File: config.mk
export PLATFORM = sky130hd
export DESIGN_NAME = fpsqrt_req_queue_flat
export DESIGN_NICKNAME = d
export VERILOG_FILES = /design/src/rtl/fpsqrt_pkg.sv /design/src/rtl/fpsqrt_req_queue_if.sv /design/src/rtl/fpsqrt_req_fifo.sv /design/src/rtl/fpsqrt_req_queue.sv /design/src/flat_wrapper.sv
export SDC_FILE = /design/constraint.sdc
export NUM_CORES = 1
export LEC_CHECK = 0
export CORE_ASPECT_RATIO = 1.25
export CORE_UTILIZATION = 51
export DETAILED_ROUTE_END_ITERATION = 10
export PLACE_DENSITY = 0.77
export SLEW_MARGIN = 20
export SYNTH_ARGS = -nofsm -noshare
export SYNTH_HDL_FRONTEND = slang
export SYNTH_SLANG_ARGS = --single-unit
File: constraint.sdc
create_clock -name clk -period 3.5 [get_ports clk]
set_input_delay 1.05 -clock clk [delete_from_list [all_inputs] [get_ports clk]]
set_output_delay 1.05 -clock clk [all_outputs]
set_load 0.02 [all_outputs]
File: src/rtl/fpsqrt_pkg.sv
// Shared encodings and the request record for the fpsqrt request queue.
// The tag field width is the package default; the queue is built around it.
package fpsqrt_pkg;

    localparam logic [1:0] FP_FMT_FP16 = 2'd0;
    localparam logic [1:0] FP_FMT_FP32 = 2'd1;
    localparam logic [1:0] FP_FMT_FP64 = 2'd2;

    localparam logic [2:0] RM_RNE = 3'd0;
    localparam logic [2:0] RM_RTZ = 3'd1;
    localparam logic [2:0] RM_RDN = 3'd2;
    localparam logic [2:0] RM_RUP = 3'd3;
    localparam logic [2:0] RM_RMM = 3'd4;

    localparam int unsigned TAG_W_DEFAULT = 4;

    typedef struct packed {
        logic [1:0]               fp_format;
        logic [63:0]              op;
        logic [2:0]               rm;
        logic                     vector_mode;
        logic [TAG_W_DEFAULT-1:0] tag;
    } fpsqrt_req_t;

    typedef enum logic [0:0] {StIdle, StBusy} issue_state_e;

endpackage

File: src/rtl/fpsqrt_req_queue_if.sv
// Request, sqrt start/finish and response handshakes of the fpsqrt request queue.
// The queue binds to the slave modport; its environment drives the master side.
interface fpsqrt_req_queue_if #(
    parameter int unsigned DEPTH = 4,
    parameter int unsigned TAG_W = 4
);
    localparam int unsigned CNT_W = $clog2(DEPTH + 1);

    logic             flush_i;
    logic             req_valid_i;
    logic             req_ready_o;
    logic [1:0]       req_fp_format_i;
    logic [63:0]      req_op_i;
    logic [2:0]       req_rm_i;
    logic             req_vector_mode_i;
    logic [TAG_W-1:0] req_tag_i;

    logic             sqrt_start_valid_o;
    logic             sqrt_start_ready_i;
    logic [1:0]       sqrt_fp_format_o;
    logic [63:0]      sqrt_op_o;
    logic [2:0]       sqrt_rm_o;
    logic             sqrt_vector_mode_o;
    logic             sqrt_flush_o;
    logic             sqrt_finish_valid_i;
    logic             sqrt_finish_ready_o;
    logic [63:0]      sqrt_res_i;
    logic [4:0]       sqrt_fflags_i;

    logic             rsp_valid_o;
    logic             rsp_ready_i;
    logic [63:0]      rsp_res_o;
    logic [4:0]       rsp_fflags_o;
    logic [TAG_W-1:0] rsp_tag_o;
    logic [CNT_W-1:0] count_o;

    modport slave (
        input  flush_i, req_valid_i, req_fp_format_i, req_op_i, req_rm_i, req_vector_mode_i,
               req_tag_i, sqrt_start_ready_i, sqrt_finish_valid_i, sqrt_res_i, sqrt_fflags_i,
               rsp_ready_i,
        output req_ready_o, sqrt_start_valid_o, sqrt_fp_format_o, sqrt_op_o, sqrt_rm_o,
               sqrt_vector_mode_o, sqrt_flush_o, sqrt_finish_ready_o, rsp_valid_o, rsp_res_o,
               rsp_fflags_o, rsp_tag_o, count_o
    );

    modport master (
        output flush_i, req_valid_i, req_fp_format_i, req_op_i, req_rm_i, req_vector_mode_i,
               req_tag_i, sqrt_start_ready_i, sqrt_finish_valid_i, sqrt_res_i, sqrt_fflags_i,
               rsp_ready_i,
        input  req_ready_o, sqrt_start_valid_o, sqrt_fp_format_o, sqrt_op_o, sqrt_rm_o,
               sqrt_vector_mode_o, sqrt_flush_o, sqrt_finish_ready_o, rsp_valid_o, rsp_res_o,
               rsp_fflags_o, rsp_tag_o, count_o
    );

endinterface

File: src/rtl/fpsqrt_req_fifo.sv
// Power-of-two circular request buffer with occupancy count and synchronous flush.
// Storage is deliberately left unreset; only pointers and count are cleared.
module fpsqrt_req_fifo #(
    parameter int unsigned DEPTH = 4,
    parameter int unsigned WIDTH = 8
) (
    input  logic                         clk,
    input  logic                         rst_n,
    input  logic                         flush,
    input  logic                         push,
    input  logic [WIDTH-1:0]             wdata,
    input  logic                         pop,
    output logic [WIDTH-1:0]             rdata,
    output logic [$clog2(DEPTH+1)-1:0]   count,
    output logic                         full,
    output logic                         empty
);
    localparam int unsigned PTR_W = $clog2(DEPTH);
    localparam int unsigned CNT_W = $clog2(DEPTH + 1);

    logic [WIDTH-1:0] mem [DEPTH];
    logic [PTR_W-1:0] wr_ptr_q, wr_ptr_d, rd_ptr_q, rd_ptr_d;
    logic [CNT_W-1:0] count_q, count_d;
    logic             do_push, do_pop;

    assign full    = (count_q == CNT_W'(DEPTH));
    assign empty   = (count_q == '0);
    assign do_push = push & ~full & ~flush;
    assign do_pop  = pop & ~empty & ~flush;
    assign rdata   = mem[rd_ptr_q];
    assign count   = count_q;

    always_comb begin
        wr_ptr_d = wr_ptr_q;
        rd_ptr_d = rd_ptr_q;
        count_d  = count_q;
        if (flush) begin
            wr_ptr_d = '0;
            rd_ptr_d = '0;
            count_d  = '0;
        end else begin
            // Pointer width equals log2(DEPTH), so increments wrap naturally.
            if (do_push) wr_ptr_d = wr_ptr_q + 1'b1;
            if (do_pop)  rd_ptr_d = rd_ptr_q + 1'b1;
            unique case ({do_push, do_pop})
                2'b10:   count_d = count_q + 1'b1;
                2'b01:   count_d = count_q - 1'b1;
                default: count_d = count_q;
            endcase
        end
    end

    always_ff @(posedge clk or negedge rst_n) begin
        if (!rst_n) begin
            wr_ptr_q <= '0;
            rd_ptr_q <= '0;
            count_q  <= '0;
        end else begin
            wr_ptr_q <= wr_ptr_d;
            rd_ptr_q <= rd_ptr_d;
            count_q  <= count_d;
        end
    end

    always_ff @(posedge clk) begin
        if (do_push) mem[wr_ptr_q] <= wdata;
    end

endmodule

File: src/rtl/fpsqrt_req_queue.sv
// Queues tagged sqrt requests, issues them one at a time to the sqrt unit and
// returns each result with its original tag through a registered response slot.
module fpsqrt_req_queue
    import fpsqrt_pkg::*;
#(
    parameter int unsigned DEPTH = 4,
    parameter int unsigned TAG_W = TAG_W_DEFAULT
) (
    input logic               clk,
    input logic               rst_n,
    fpsqrt_req_queue_if.slave bus
);
    localparam int unsigned CNT_W = $clog2(DEPTH + 1);

    fpsqrt_req_t      wr_req, head, issue_req;
    logic [CNT_W-1:0] count;
    logic             full, empty, push, pop;
    logic             busy, start_valid, start_hs, finish_ready, finish_hs, capture;

    issue_state_e     state_q, state_d;
    logic             rsp_valid_q, rsp_valid_d;
    logic [TAG_W-1:0] inflight_tag_q, rsp_tag_q;
    logic [63:0]      rsp_res_q;
    logic [4:0]       rsp_fflags_q;

    always_comb begin
        wr_req             = '0;
        wr_req.fp_format   = bus.req_fp_format_i;
        wr_req.op          = bus.req_op_i;
        wr_req.rm          = bus.req_rm_i;
        wr_req.vector_mode = bus.req_vector_mode_i;
        wr_req.tag         = bus.req_tag_i;
    end

    assign bus.req_ready_o = ~full & ~bus.flush_i;
    assign push            = bus.req_valid_i & bus.req_ready_o;

    fpsqrt_req_fifo #(
        .DEPTH (DEPTH),
        .WIDTH ($bits(fpsqrt_req_t))
    ) u_fifo (
        .clk   (clk),
        .rst_n (rst_n),
        .flush (bus.flush_i),
        .push  (push),
        .wdata (wr_req),
        .pop   (pop),
        .rdata (head),
        .count (count),
        .full  (full),
        .empty (empty)
    );

    assign busy         = (state_q == StBusy);
    assign start_valid  = ~busy & ~empty;
    assign start_hs     = start_valid & bus.sqrt_start_ready_i;
    assign pop          = start_hs & ~bus.flush_i;
    assign finish_ready = ~busy | ~rsp_valid_q | bus.rsp_ready_i;
    assign finish_hs    = bus.sqrt_finish_valid_i & finish_ready;
    // A finish seen while idle is a stale result from a flushed op: accept and drop it.
    assign capture      = busy & finish_hs & ~bus.flush_i;

    always_comb begin
        state_d     = state_q;
        rsp_valid_d = rsp_valid_q;
        unique case (state_q)
            StIdle:  if (start_hs)  state_d = StBusy;
            StBusy:  if (finish_hs) state_d = StIdle;
            default: state_d = StIdle;
        endcase
        if (rsp_valid_q && bus.rsp_ready_i) rsp_valid_d = 1'b0;
        if (capture)                        rsp_valid_d = 1'b1;
        if (bus.flush_i) begin
            state_d     = StIdle;
            rsp_valid_d = 1'b0;
        end
    end

    always_ff @(posedge clk or negedge rst_n) begin
        if (!rst_n) begin
            state_q        <= StIdle;
            rsp_valid_q    <= 1'b0;
            inflight_tag_q <= '0;
            rsp_res_q      <= '0;
            rsp_fflags_q   <= '0;
            rsp_tag_q      <= '0;
        end else begin
            state_q     <= state_d;
            rsp_valid_q <= rsp_valid_d;
            if (pop) inflight_tag_q <= head.tag;
            if (capture) begin
                rsp_res_q    <= bus.sqrt_res_i;
                rsp_fflags_q <= bus.sqrt_fflags_i;
                rsp_tag_q    <= inflight_tag_q;
            end
        end
    end

    assign issue_req = start_valid ? head : '0;

    assign bus.sqrt_start_valid_o  = start_valid;
    assign bus.sqrt_fp_format_o    = issue_req.fp_format;
    assign bus.sqrt_op_o           = issue_req.op;
    assign bus.sqrt_rm_o           = issue_req.rm;
    assign bus.sqrt_vector_mode_o  = issue_req.vector_mode;
    assign bus.sqrt_flush_o        = bus.flush_i;
    assign bus.sqrt_finish_ready_o = finish_ready;
    assign bus.rsp_valid_o         = rsp_valid_q;
    assign bus.rsp_res_o           = rsp_res_q;
    assign bus.rsp_fflags_o        = rsp_fflags_q;
    assign bus.rsp_tag_o           = rsp_tag_q;
    assign bus.count_o             = count;

endmodule

File: src/flat_wrapper.sv
// flat-port wrapper written by rule: the top's interface ports become plain ports
module fpsqrt_req_queue_flat import fpsqrt_pkg::*;
#(
    parameter int unsigned DEPTH = 4,
    parameter int unsigned TAG_W = TAG_W_DEFAULT
)
  (clk, rst_n, bus_flush_i, bus_req_valid_i, bus_req_fp_format_i, bus_req_op_i, bus_req_rm_i, bus_req_vector_mode_i, bus_req_tag_i, bus_sqrt_start_ready_i, bus_sqrt_finish_valid_i, bus_sqrt_res_i, bus_sqrt_fflags_i, bus_rsp_ready_i, bus_req_ready_o, bus_sqrt_start_valid_o, bus_sqrt_fp_format_o, bus_sqrt_op_o, bus_sqrt_rm_o, bus_sqrt_vector_mode_o, bus_sqrt_flush_o, bus_sqrt_finish_ready_o, bus_rsp_valid_o, bus_rsp_res_o, bus_rsp_fflags_o, bus_rsp_tag_o, bus_count_o);
  fpsqrt_req_queue_if #(.DEPTH(DEPTH), .TAG_W(TAG_W)) bus_i ();
  input logic clk;
  input logic rst_n;
  input wire logic [$bits(bus_i.flush_i)-1:0] bus_flush_i;
  input wire logic [$bits(bus_i.req_valid_i)-1:0] bus_req_valid_i;
  input wire logic [$bits(bus_i.req_fp_format_i)-1:0] bus_req_fp_format_i;
  input wire logic [$bits(bus_i.req_op_i)-1:0] bus_req_op_i;
  input wire logic [$bits(bus_i.req_rm_i)-1:0] bus_req_rm_i;
  input wire logic [$bits(bus_i.req_vector_mode_i)-1:0] bus_req_vector_mode_i;
  input wire logic [$bits(bus_i.req_tag_i)-1:0] bus_req_tag_i;
  input wire logic [$bits(bus_i.sqrt_start_ready_i)-1:0] bus_sqrt_start_ready_i;
  input wire logic [$bits(bus_i.sqrt_finish_valid_i)-1:0] bus_sqrt_finish_valid_i;
  input wire logic [$bits(bus_i.sqrt_res_i)-1:0] bus_sqrt_res_i;
  input wire logic [$bits(bus_i.sqrt_fflags_i)-1:0] bus_sqrt_fflags_i;
  input wire logic [$bits(bus_i.rsp_ready_i)-1:0] bus_rsp_ready_i;
  output wire logic [$bits(bus_i.req_ready_o)-1:0] bus_req_ready_o;
  output wire logic [$bits(bus_i.sqrt_start_valid_o)-1:0] bus_sqrt_start_valid_o;
  output wire logic [$bits(bus_i.sqrt_fp_format_o)-1:0] bus_sqrt_fp_format_o;
  output wire logic [$bits(bus_i.sqrt_op_o)-1:0] bus_sqrt_op_o;
  output wire logic [$bits(bus_i.sqrt_rm_o)-1:0] bus_sqrt_rm_o;
  output wire logic [$bits(bus_i.sqrt_vector_mode_o)-1:0] bus_sqrt_vector_mode_o;
  output wire logic [$bits(bus_i.sqrt_flush_o)-1:0] bus_sqrt_flush_o;
  output wire logic [$bits(bus_i.sqrt_finish_ready_o)-1:0] bus_sqrt_finish_ready_o;
  output wire logic [$bits(bus_i.rsp_valid_o)-1:0] bus_rsp_valid_o;
  output wire logic [$bits(bus_i.rsp_res_o)-1:0] bus_rsp_res_o;
  output wire logic [$bits(bus_i.rsp_fflags_o)-1:0] bus_rsp_fflags_o;
  output wire logic [$bits(bus_i.rsp_tag_o)-1:0] bus_rsp_tag_o;
  output wire logic [$bits(bus_i.count_o)-1:0] bus_count_o;
  assign bus_i.flush_i = bus_flush_i;
  assign bus_i.req_valid_i = bus_req_valid_i;
  assign bus_i.req_fp_format_i = bus_req_fp_format_i;
  assign bus_i.req_op_i = bus_req_op_i;
  assign bus_i.req_rm_i = bus_req_rm_i;
  assign bus_i.req_vector_mode_i = bus_req_vector_mode_i;
  assign bus_i.req_tag_i = bus_req_tag_i;
  assign bus_i.sqrt_start_ready_i = bus_sqrt_start_ready_i;
  assign bus_i.sqrt_finish_valid_i = bus_sqrt_finish_valid_i;
  assign bus_i.sqrt_res_i = bus_sqrt_res_i;
  assign bus_i.sqrt_fflags_i = bus_sqrt_fflags_i;
  assign bus_i.rsp_ready_i = bus_rsp_ready_i;
  assign bus_req_ready_o = bus_i.req_ready_o;
  assign bus_sqrt_start_valid_o = bus_i.sqrt_start_valid_o;
  assign bus_sqrt_fp_format_o = bus_i.sqrt_fp_format_o;
  assign bus_sqrt_op_o = bus_i.sqrt_op_o;
  assign bus_sqrt_rm_o = bus_i.sqrt_rm_o;
  assign bus_sqrt_vector_mode_o = bus_i.sqrt_vector_mode_o;
  assign bus_sqrt_flush_o = bus_i.sqrt_flush_o;
  assign bus_sqrt_finish_ready_o = bus_i.sqrt_finish_ready_o;
  assign bus_rsp_valid_o = bus_i.rsp_valid_o;
  assign bus_rsp_res_o = bus_i.rsp_res_o;
  assign bus_rsp_fflags_o = bus_i.rsp_fflags_o;
  assign bus_rsp_tag_o = bus_i.rsp_tag_o;
  assign bus_count_o = bus_i.count_o;
  fpsqrt_req_queue #(.DEPTH(DEPTH), .TAG_W(TAG_W)) u_core (.clk(clk), .rst_n(rst_n), .bus(bus_i));
endmodule
# After elaboration in Yosys (flattened, before gate mapping)
# Memories as Yosys holds them, arrays and structs flattened.
# Index checks and enable logic that the tools add are counted.
# op_classes
n_eq_ne	3
add_sub_neg	4
reduce_logical	6
mux	16
bitwise	19
# ops
operator	n
two-way mux 74 bit	1
AND 1 bit	12
two-way mux 1 bit	8
two-way mux 2 bit	4
one-hot mux 3 bit (2 select lines)	1
nonzero test 3 bit	2
NOT 1 bit	5
adder 2 x 1 -> 2 bit, second input constant	2
nonzero test 2 bit	2
adder 3 x 1 -> 3 bit, second input constant	1
== test 3 bit, second input constant	1
zero test 3 bit	1
two-way mux 3 bit	1
subtractor 3 x 1 -> 3 bit, second input constant	1
== test 2 x 1 -> 1 bit, second input constant	1
== test 2 bit, second input constant	1
bitwise OR 1 bit	2
one-hot mux 1 bit (2 select lines)	1
logical AND 1 bit	1
# word_totals
mem_bits_rw	296
mem_count	1
regBits	86
in_bits	150
word_cells	58
out_inout_bits	151
# mem_list
memory	words	width	rd	rd_ports_with_merged_regs	write_ports	line_no	text
u_core.u_fifo.mem	4	74	1	0	1	fpsqrt_req_fifo.sv:21	logic [WIDTH-1:0] mem [DEPTH];

# Logic depth before layout (Yosys ltp)
# Gate-level depths: netlist (run 1).
# logic_depth
depth_word	10
depth_mapped	8
ltp_nobuf	7

# Modules after synthesis
# A second synthesis (run 1) with hierarchy kept.
# unflattened
cells_unflattened	704
area_unflattened_um2	14724.1
# modules_own_cells
mod	area_each_um2	cells_per_inst	seq_area_each_um2	instances
fpsqrt_req_fifo	11273.3	451	9063.7	1
fpsqrt_req_queue	3450.8	253	1976.9	1

# Worst setup path after synthesis (run 1)
# OpenSTA, ideal clock, no wires.
# synth_path
path_kind	input to register
start	input bus_flush_i
end	memory u_core.u_fifo.mem[1][0] (netlist name), enable pin
cell_stages	3
slack_ns	-0.157
setup_ns	0.440
arrival_time_ns	3.217
required_ns	3.060
path_cell_list	nand2b_4 > nor2_2 > and2_1
# synth_between
elab_chain_len	7
# synth_rtl
item	line_no	text
start, declared	flat_wrapper.sv:11	input wire logic [$bits(bus_i.flush_i)-1:0] bus_flush_i;
NOT 1 bit (*)	fpsqrt_req_fifo.sv:28, fpsqrt_req_queue.sv:35	
AND 1 bit	fpsqrt_req_queue.sv:35	assign bus.req_ready_o = ~full & ~bus.flush_i;
AND 1 bit	fpsqrt_req_queue.sv:36	assign push = bus.req_valid_i & bus.req_ready_o;
AND 1 bit	fpsqrt_req_fifo.sv:28	assign do_push = push & ~full & ~flush;
AND 1 bit (*)	fpsqrt_req_fifo.sv:28	
two-way mux 1 bit (*)	fpsqrt_req_fifo.sv:66	if (do_push) mem[wr_ptr_q] <= wdata;
two-way mux 1 bit (implied by the code) (*)	fpsqrt_req_fifo.sv:66	
end, declared	fpsqrt_req_fifo.sv:21	
# Every way passes the cells marked *; elsewhere a longest branch is shown, timed or not.

# Worst setup path after layout (run 1)
# layout_path
start	register u_core.u_fifo.rd_ptr_q[0]
end	output bus_sqrt_op_o[45]
# layout_between
elab_chain_len	2
# layout_rtl
item	line_no	text
start, declared	fpsqrt_req_fifo.sv:22	logic [PTR_W-1:0] wr_ptr_q, wr_ptr_d, rd_ptr_q, rd_ptr_d;
start signal, assigned	fpsqrt_req_fifo.sv:60	rd_ptr_q <= rd_ptr_d;
memory read (4 x 74 bit)	-	
two-way mux 74 bit	fpsqrt_req_queue.sv:99	assign issue_req = start_valid ? head : '0;
end, declared	flat_wrapper.sv:26	output wire logic [$bits(bus_i.sqrt_op_o)-1:0] bus_sqrt_op_o;
# No other way between the ends.

==> impl_metrics.json, run 1 <==
{
  "cp_max_fo": 11,
  "syn_to_final_growth_pct": 34.6,
  "synth_seq_cells": 382,
  "p_clk_frac": 0.236,
  "rows": 68,
  "cts_buffers": 38,
  "fin_worst_skew_ns": 0.00903,
  "routed_wl_um": 31400,
  "drtIter0Drc": 390,
  "drive_gt1_frac": 0.242,
  "p_leak_uw": 0.00717,
  "design.core.area_sq_mm": 0.0278,
  "cp-start-kind": "register",
  "final_min_period_over_clock_period": 0.982,
  "top_layer": "met5",
  "hp-class": "in -> async",
  "clk_pin_slew_worst_paths_ns": 0.06,
  "ys_seq_area_frac": 0.758,
  "status": "complete, no violations",
  "cts_tree": "built",
  "clock_sinks": 382,
  "dr_total_vias": 7752,
  "p_sw_uw": 4990,
  "drcViolationCount": 0,
  "crit_arrival_ns": 2.39,
  "dp.cells": 1338,
  "synth_cell_types": 30,
  "layout.nets": 1201,
  "die_y_um": 191,
  "dr_wl_met2_um": 15900,
  "setup_viol": 0,
  "insertion_delay_ns": 0.53,
  "wl_met3_um": 3070,
  "final_cell_mix": "edfxtp_1 (296), clkdlybuf4s50_1 (228), dfrtp_1 (82), mux4_2 (74), and2_1 (70)",
  "io_pins": 301,
  "port_buffers": 300,
  "start_util": 0.524,
  "mostFrequentLayoutCell": "edfxtp_1",
  "hpwlAfterDp_um": 20400,
  "die_width_um": 153,
  "yosysWarningCount": 0,
  "finalHoldViolCount": 0,
  "drv_cap": 0,
  "grt_usage": 0.220,
  "wire_per_inst_um": 22.1,
  "synth_cells": 690,
  "wl_met1_um": 11800,
  "powerDensity_mw_per_mm2": 804,
  "fin_hold_ws_ns": 0.392,
  "viasPerCell": 5.46,
  "max_freq_mhz": 291,
  "htree_levels": 2,
  "grt_max_degree": 69,
  "grt_pass1_wl_um": 47800,
  "netlist_area_sq_mm": 0.0146,
  "final_antenna_net_count": 0,
  "clockBufferDepth": 3,
  "crit_path_end_kind": "output port",
  "antenna_found_initial": 3,
  "cp.required_ns": 2.45,
  "peakVddDrop_mv": 0.547,
  "max_slew.worst_pin.slew_ns": 0.618,
  "avgSynthCellArea_sq_um": 21.1,
  "synth_nets": 845,
  "grt_pass1_vias": 8187,
  "slew_violations": 0,
  "p_comb_frac": 0.384,
  "layoutNonFillerInstCount": 1420,
  "holdBufCountCts": 0,
  "cts.root.buffer_cell": "clkbuf_16",
  "dr.pass1.iters": 6,
  "relSlewSlack": 0.587,
  "fp.dieArea_sq_mm": 0.0293,
  "internal-power_uw": 10800,
  "seq_power_share": 0.380,
  "gr-total-overflow": 0,
  "crit_type": "reg -> out",
  "place.gp.congestion": 0.723,
  "fin_crit_ns": 3.44,
  "swShare": 0.316
}
worst max-delay path, stage by stage, from the launching register on:
cell and delay, ns:
dfrtp_4 0.51, buf_4 0.16, buf_4 0.14, bufbuf_16 0.28
mux4_2 0.42, and2_1 0.18, buf_2 0.16
layer usage:
metal | vias up | GRT usage
met3 | 54 | 0.0805
met1 | 3953 | 0.261
met5 | - | 0
met4 | 2 | 0.0657
met2 | 308 | 0.376
li1 | 3435 | -
sequential cells by signal (all words and copies together) (netlist names):
name                     flops
u_core.u_fifo.mem          296
u_core.bus.rsp_res_o        64
u_core.bus.rsp_fflags_o      5
u_core.bus.rsp_tag_o         4
u_core.inflight_tag_q        4
u_core.u_fifo.count          3
u_core.u_fifo.rd_ptr_q       2
u_core.u_fifo.wr_ptr_q       2
u_core.bus.rsp_valid_o       1
u_core.busy                  1
final cells by class:
class | instances | area (sq um)
timing repair buffer | 350 | 3610
tap | 350 | 438
sequential | 382 | 11100
inverter | 2 | 7.51
antenna | 1 | 2.50
clock buffer | 54 | 1060
multi-input combinational | 272 | 3370
fill | 1741 | 8210
clock inverter | 9 | 66.3
worst paths after layout:
kind | start | cells after the start | slack (ns) | end
min in group clk | u_core.bus.rsp_res_o[62] | 1 | 0.48 | u_core.bus.rsp_res_o[62]
min | rst_n | 1 | 0.39 | u_core.bus.rsp_res_o[34]
max in group asynchronous | rst_n | 2 | 2.45 | u_core.u_fifo.rd_ptr_q[1]
max reg2reg | u_core.u_fifo.count[0] | 7 | 0.96 | u_core.u_fifo.count[2]
max | u_core.u_fifo.rd_ptr_q[0] | 6 | 0.06 | bus_sqrt_op_o[45]
min reg2reg | u_core.bus.rsp_res_o[62] | 1 | 0.48 | u_core.bus.rsp_res_o[62]
repair_timing:
| action | in CTS | in global routing |
|---|---|---|
| endpoints found under the setup margin | 71 | 11 |
| pin swaps | 2 | 0 |
| setup buffers | 11 | 6 |
| cloned | 1 | 0 |
| gates resized for setup | 114 | 12 |
power by group through the flow:
stage	Sequential [uW]	Combinational, uW	Clock (uW)
floorplan	6540	2720	0
detailed placement	6110	6170	0
global route	6080	6440	3950
CTS	6000	6100	3800
global placement	6070	6150	0
finish	5990	6060	3720
kinds of logic (layout without fill, tap and decap cells):
kind of cell,Yosys count,in the layout,synth area share
other,0,1,0
muxes,154,154,0.176
AOI/OAI and AO/OA,4,4,0.00163
and+or+nand+nor,105,105,0.0441
adders and majority gates,5,5,0.00481
xor gates and xnor gates,4,4,0.00292
DFF,382,382,0.758
buffers and inverters,36,415,0.0128
synthesized netlist by cell type:
cell type  number  area share
nor3_1          1     0.00034
or3_1           2     0.00086
nor2b_1         4      0.0017
nor3_4          1      0.0011
dfrtp_1        86        0.15
buf_6           4      0.0031
edfxtp_1      296        0.61
o31ai_1         1     0.00052
ha_1            4      0.0034
xnor2_1         3      0.0018
nor2_1         10      0.0026
nor2_2          1     0.00043
o22ai_1         1     0.00043
nor3b_1         2      0.0010
mux2_2         52       0.040
mux2_1         27       0.021
clkbuf_1       17      0.0044
mux4_2         74        0.11
and2_1         74       0.032
or3b_2          1     0.00060
buf_4           2      0.0010
a21oi_1         2     0.00069
xnor2_2         1      0.0011
inv_1           2     0.00052
nand2b_4        1     0.00094
mux2i_1         1     0.00069
fa_1            1      0.0014
nand2_1         4      0.0010
nand2b_1        4      0.0017
buf_2          11      0.0038
metrics by stage:
stage | setup slack [ns] | power [uW] | setup TNS (ns) | util | cell area [sq um]
6_report | 0.0645 | 15800 | 0 | 0.705 | 19600
5_1_grt | -0.00201 | 16500 | -0.00201 | 0.705 | 19600
4_1_cts | -0.0253 | 15900 | -0.0253 | 0.702 | 19500
3_5_place_dp | 0.0000566 | 12300 | 0 | 0.660 | 18400
3_3_place_gp | 0.0445 | 12200 | 0 | 0.660 | 18400
2_1_floorplan | 0.598 | 9260 | 0 | - | 14600
Power figures use the tool's default switching activity.
==> run 2: changes to the inputs <==
Clock period 3.5 ns to 3.9 ns, I/O delays scaled along.
==> run 2 against run 1 <==
Sequential cell count did not move. Register-to-register slack improved by 0.42 ns. Sequential share of layout area rose by 0.35 points. Worst setup slack improved by 0.066 ns. Non-clock buffer count fell by 22. Critical path depth fell by 2. Global-route usage fell by 0.47 points. Highest routed layer is now met4.
==> impl_metrics.json, run 2 (same netlist as run 1, synthesis figures left out) <==
{
  "max_slew.worst_pin.slew_ns": 0.650,
  "die_y_um": 191,
  "rsz0062_at_grt": "false",
  "regMostFlops": "u_core.u_fifo.mem",
  "drive_gt1_frac": 0.208,
  "fin_worst_skew_ns": 0.0135,
  "grt_pass1_wl_um": 46900,
  "crit_type": "reg -> out",
  "cp_max_fo": 38,
  "relSlewSlack": 0.567,
  "clock_sinks": 382,
  "clk_pin_slew_worst_paths_ns": 0.06,
  "drv_cap": 0,
  "p_leak_uw": 0.00676,
  "cts_tree": "built",
  "final_min_period_over_clock_period": 0.967,
  "viasPerCell": 5.41,
  "hp-start": "u_core.bus.rsp_res_o[59]",
  "layout.nets": 1180,
  "final_antenna_net_count": 0,
  "crit_path_end_kind": "output port",
  "port_buffers": 300,
  "htree_levels": 2,
  "largest_register_ffs": 296,
  "rows": 68,
  "holdBufCountCts": 0,
  "cts_resized": 0,
  "status": "complete, no violations",
  "grt_max_degree": 59,
  "design.core.area_sq_mm": 0.0278,
  "cts_buffers": 38,
  "mostFrequentLayoutCell": "clkdlybuf4s50_1",
  "crit_arrival_ns": 2.60,
  "powerDensity_mw_per_mm2": 741,
  "r2r_end": "u_core.u_fifo.count[2]",
  "placed_cell_area_sq_mm": 0.0182,
  "start_util": 0.524,
  "drtIter0Drc": 467,
  "antenna_found_initial": 3,
  "fin_util": 0.700,
  "r2r-start": "u_core.busy",
  "r2r_cells": 7,
  "setup_viol": 0,
  "final_cell_mix": "clkdlybuf4s50_1 (299), edfxtp_1 (296), dfrtp_1 (84), mux4_2 (74), and2_1 (70)",
  "dr.pass1.iters": 4,
  "hpwlAfterDp_um": 20100,
  "grt_usage": 0.215,
  "die_width_um": 153,
  "peakVddDrop_mv": 0.545,
  "max_freq_mhz": 265,
  "stdcell_area_sq_mm": 0.0195,
  "reg2reg_slack_ns": 1.38,
  "wire_per_inst_um": 22.0,
  "insertion_delay_ns": 0.51,
  "dr_total_vias": 7591,
  "slew_violations": 0,
  "drcViolationCount": 0,
  "io_pins": 301,
  "place.gp.congestion": 0.737,
  "fin_tns_setup_ns": 0,
  "cts.root.buffer_cell": "clkbuf_16",
  "fin_hold_ws_ns": 0.479,
  "routed_wl_um": 30900,
  "fp.dieArea_sq_mm": 0.0293,
  "gr-total-overflow": 0,
  "syn_to_final_growth_pct": 33.7,
  "fin_crit_ns": 3.77,
  "finalPower_uw": 14400,
  "cp.required_ns": 2.73,
  "hp-class": "reg -> reg",
  "holdPathStages": 1,
  "holdPathEnd": "u_core.bus.rsp_res_o[59]",
  "finalHoldViolCount": 0,
  "grt_pass1_vias": 7976,
  "cp-start-kind": "register",
  "clockBufferDepth": 3
}
==> run 2: layer usage <==
| layer | track usage | part of all wire |
|---|---|---|
| met3 | 0.0667 | 0.088 |
| met4 | 0.0610 | 0.023 |
| met2 | 0.378 | 0.51 |
| met5 | 0 | 0 |
| met1 | 0.256 | 0.38 |
==> run 2: worst max path at each step <==
| stage | slack (ns) | cells after the start | to | from |
|---|---|---|---|---|
| final | 0.13 | 4 | bus_sqrt_op_o[42] | u_core.u_fifo.rd_ptr_q[1] |
| after global routing | 0.03 | 4 | bus_sqrt_op_o[42] | u_core.u_fifo.rd_ptr_q[1] |
| after CTS | 0.06 | 6 | bus_sqrt_op_o[5] | u_core.u_fifo.count[0] |
| after detailed placement | 0.20 | 8 | u_core.u_fifo.count[2] | bus_flush_i |
| after global placement | 0.21 | 8 | u_core.u_fifo.count[2] | bus_flush_i |
| after floorplan | 0.12 | 3 | u_core.u_fifo.mem[1][0] | bus_flush_i |
==> run 2: what timing repair did <==
action	4_1_cts	5_1_grt
gates cloned	1	0
pin swaps	1	1
buffers inserted	0	3
endpoints found under the setup margin	49	35
==> run 2: final cells by class <==
type / count / area [sq um]
well taps: 350 / 438
clock inverters: 23 / 240
inverters: 2 / 7.51
repair buffers: 328 / 3390
fillers: 1746 / 8340
multi-input cells: 273 / 3370
flip-flops and latches: 382 / 11000
diodes: 1 / 2.50
clock buffers: 45 / 991
==> run 2: through the flow <==
step	worst slack [ns]	instances
global placement	0.209	1331
CTS	0.0576	1400
global route	0.0341	1403
detailed placement	0.196	1331
floorplan	0.123	690
finish	0.130	1404
==> run 2: critical path, stage by stage (launching register included) <==
cell and delay, ns:
dfrtp_4 0.65, buf_12 0.29, mux4_2 0.40, and2_1 0.18, clkdlybuf4s50_1 0.54
==> run 2: report_power, final <==
part           total, uW  switching (uW)  internal (uW)
combinational       5460            2640           2820
clock               3590            1450           2150
sequential          5400             327           5070
total              14400            4410          10000
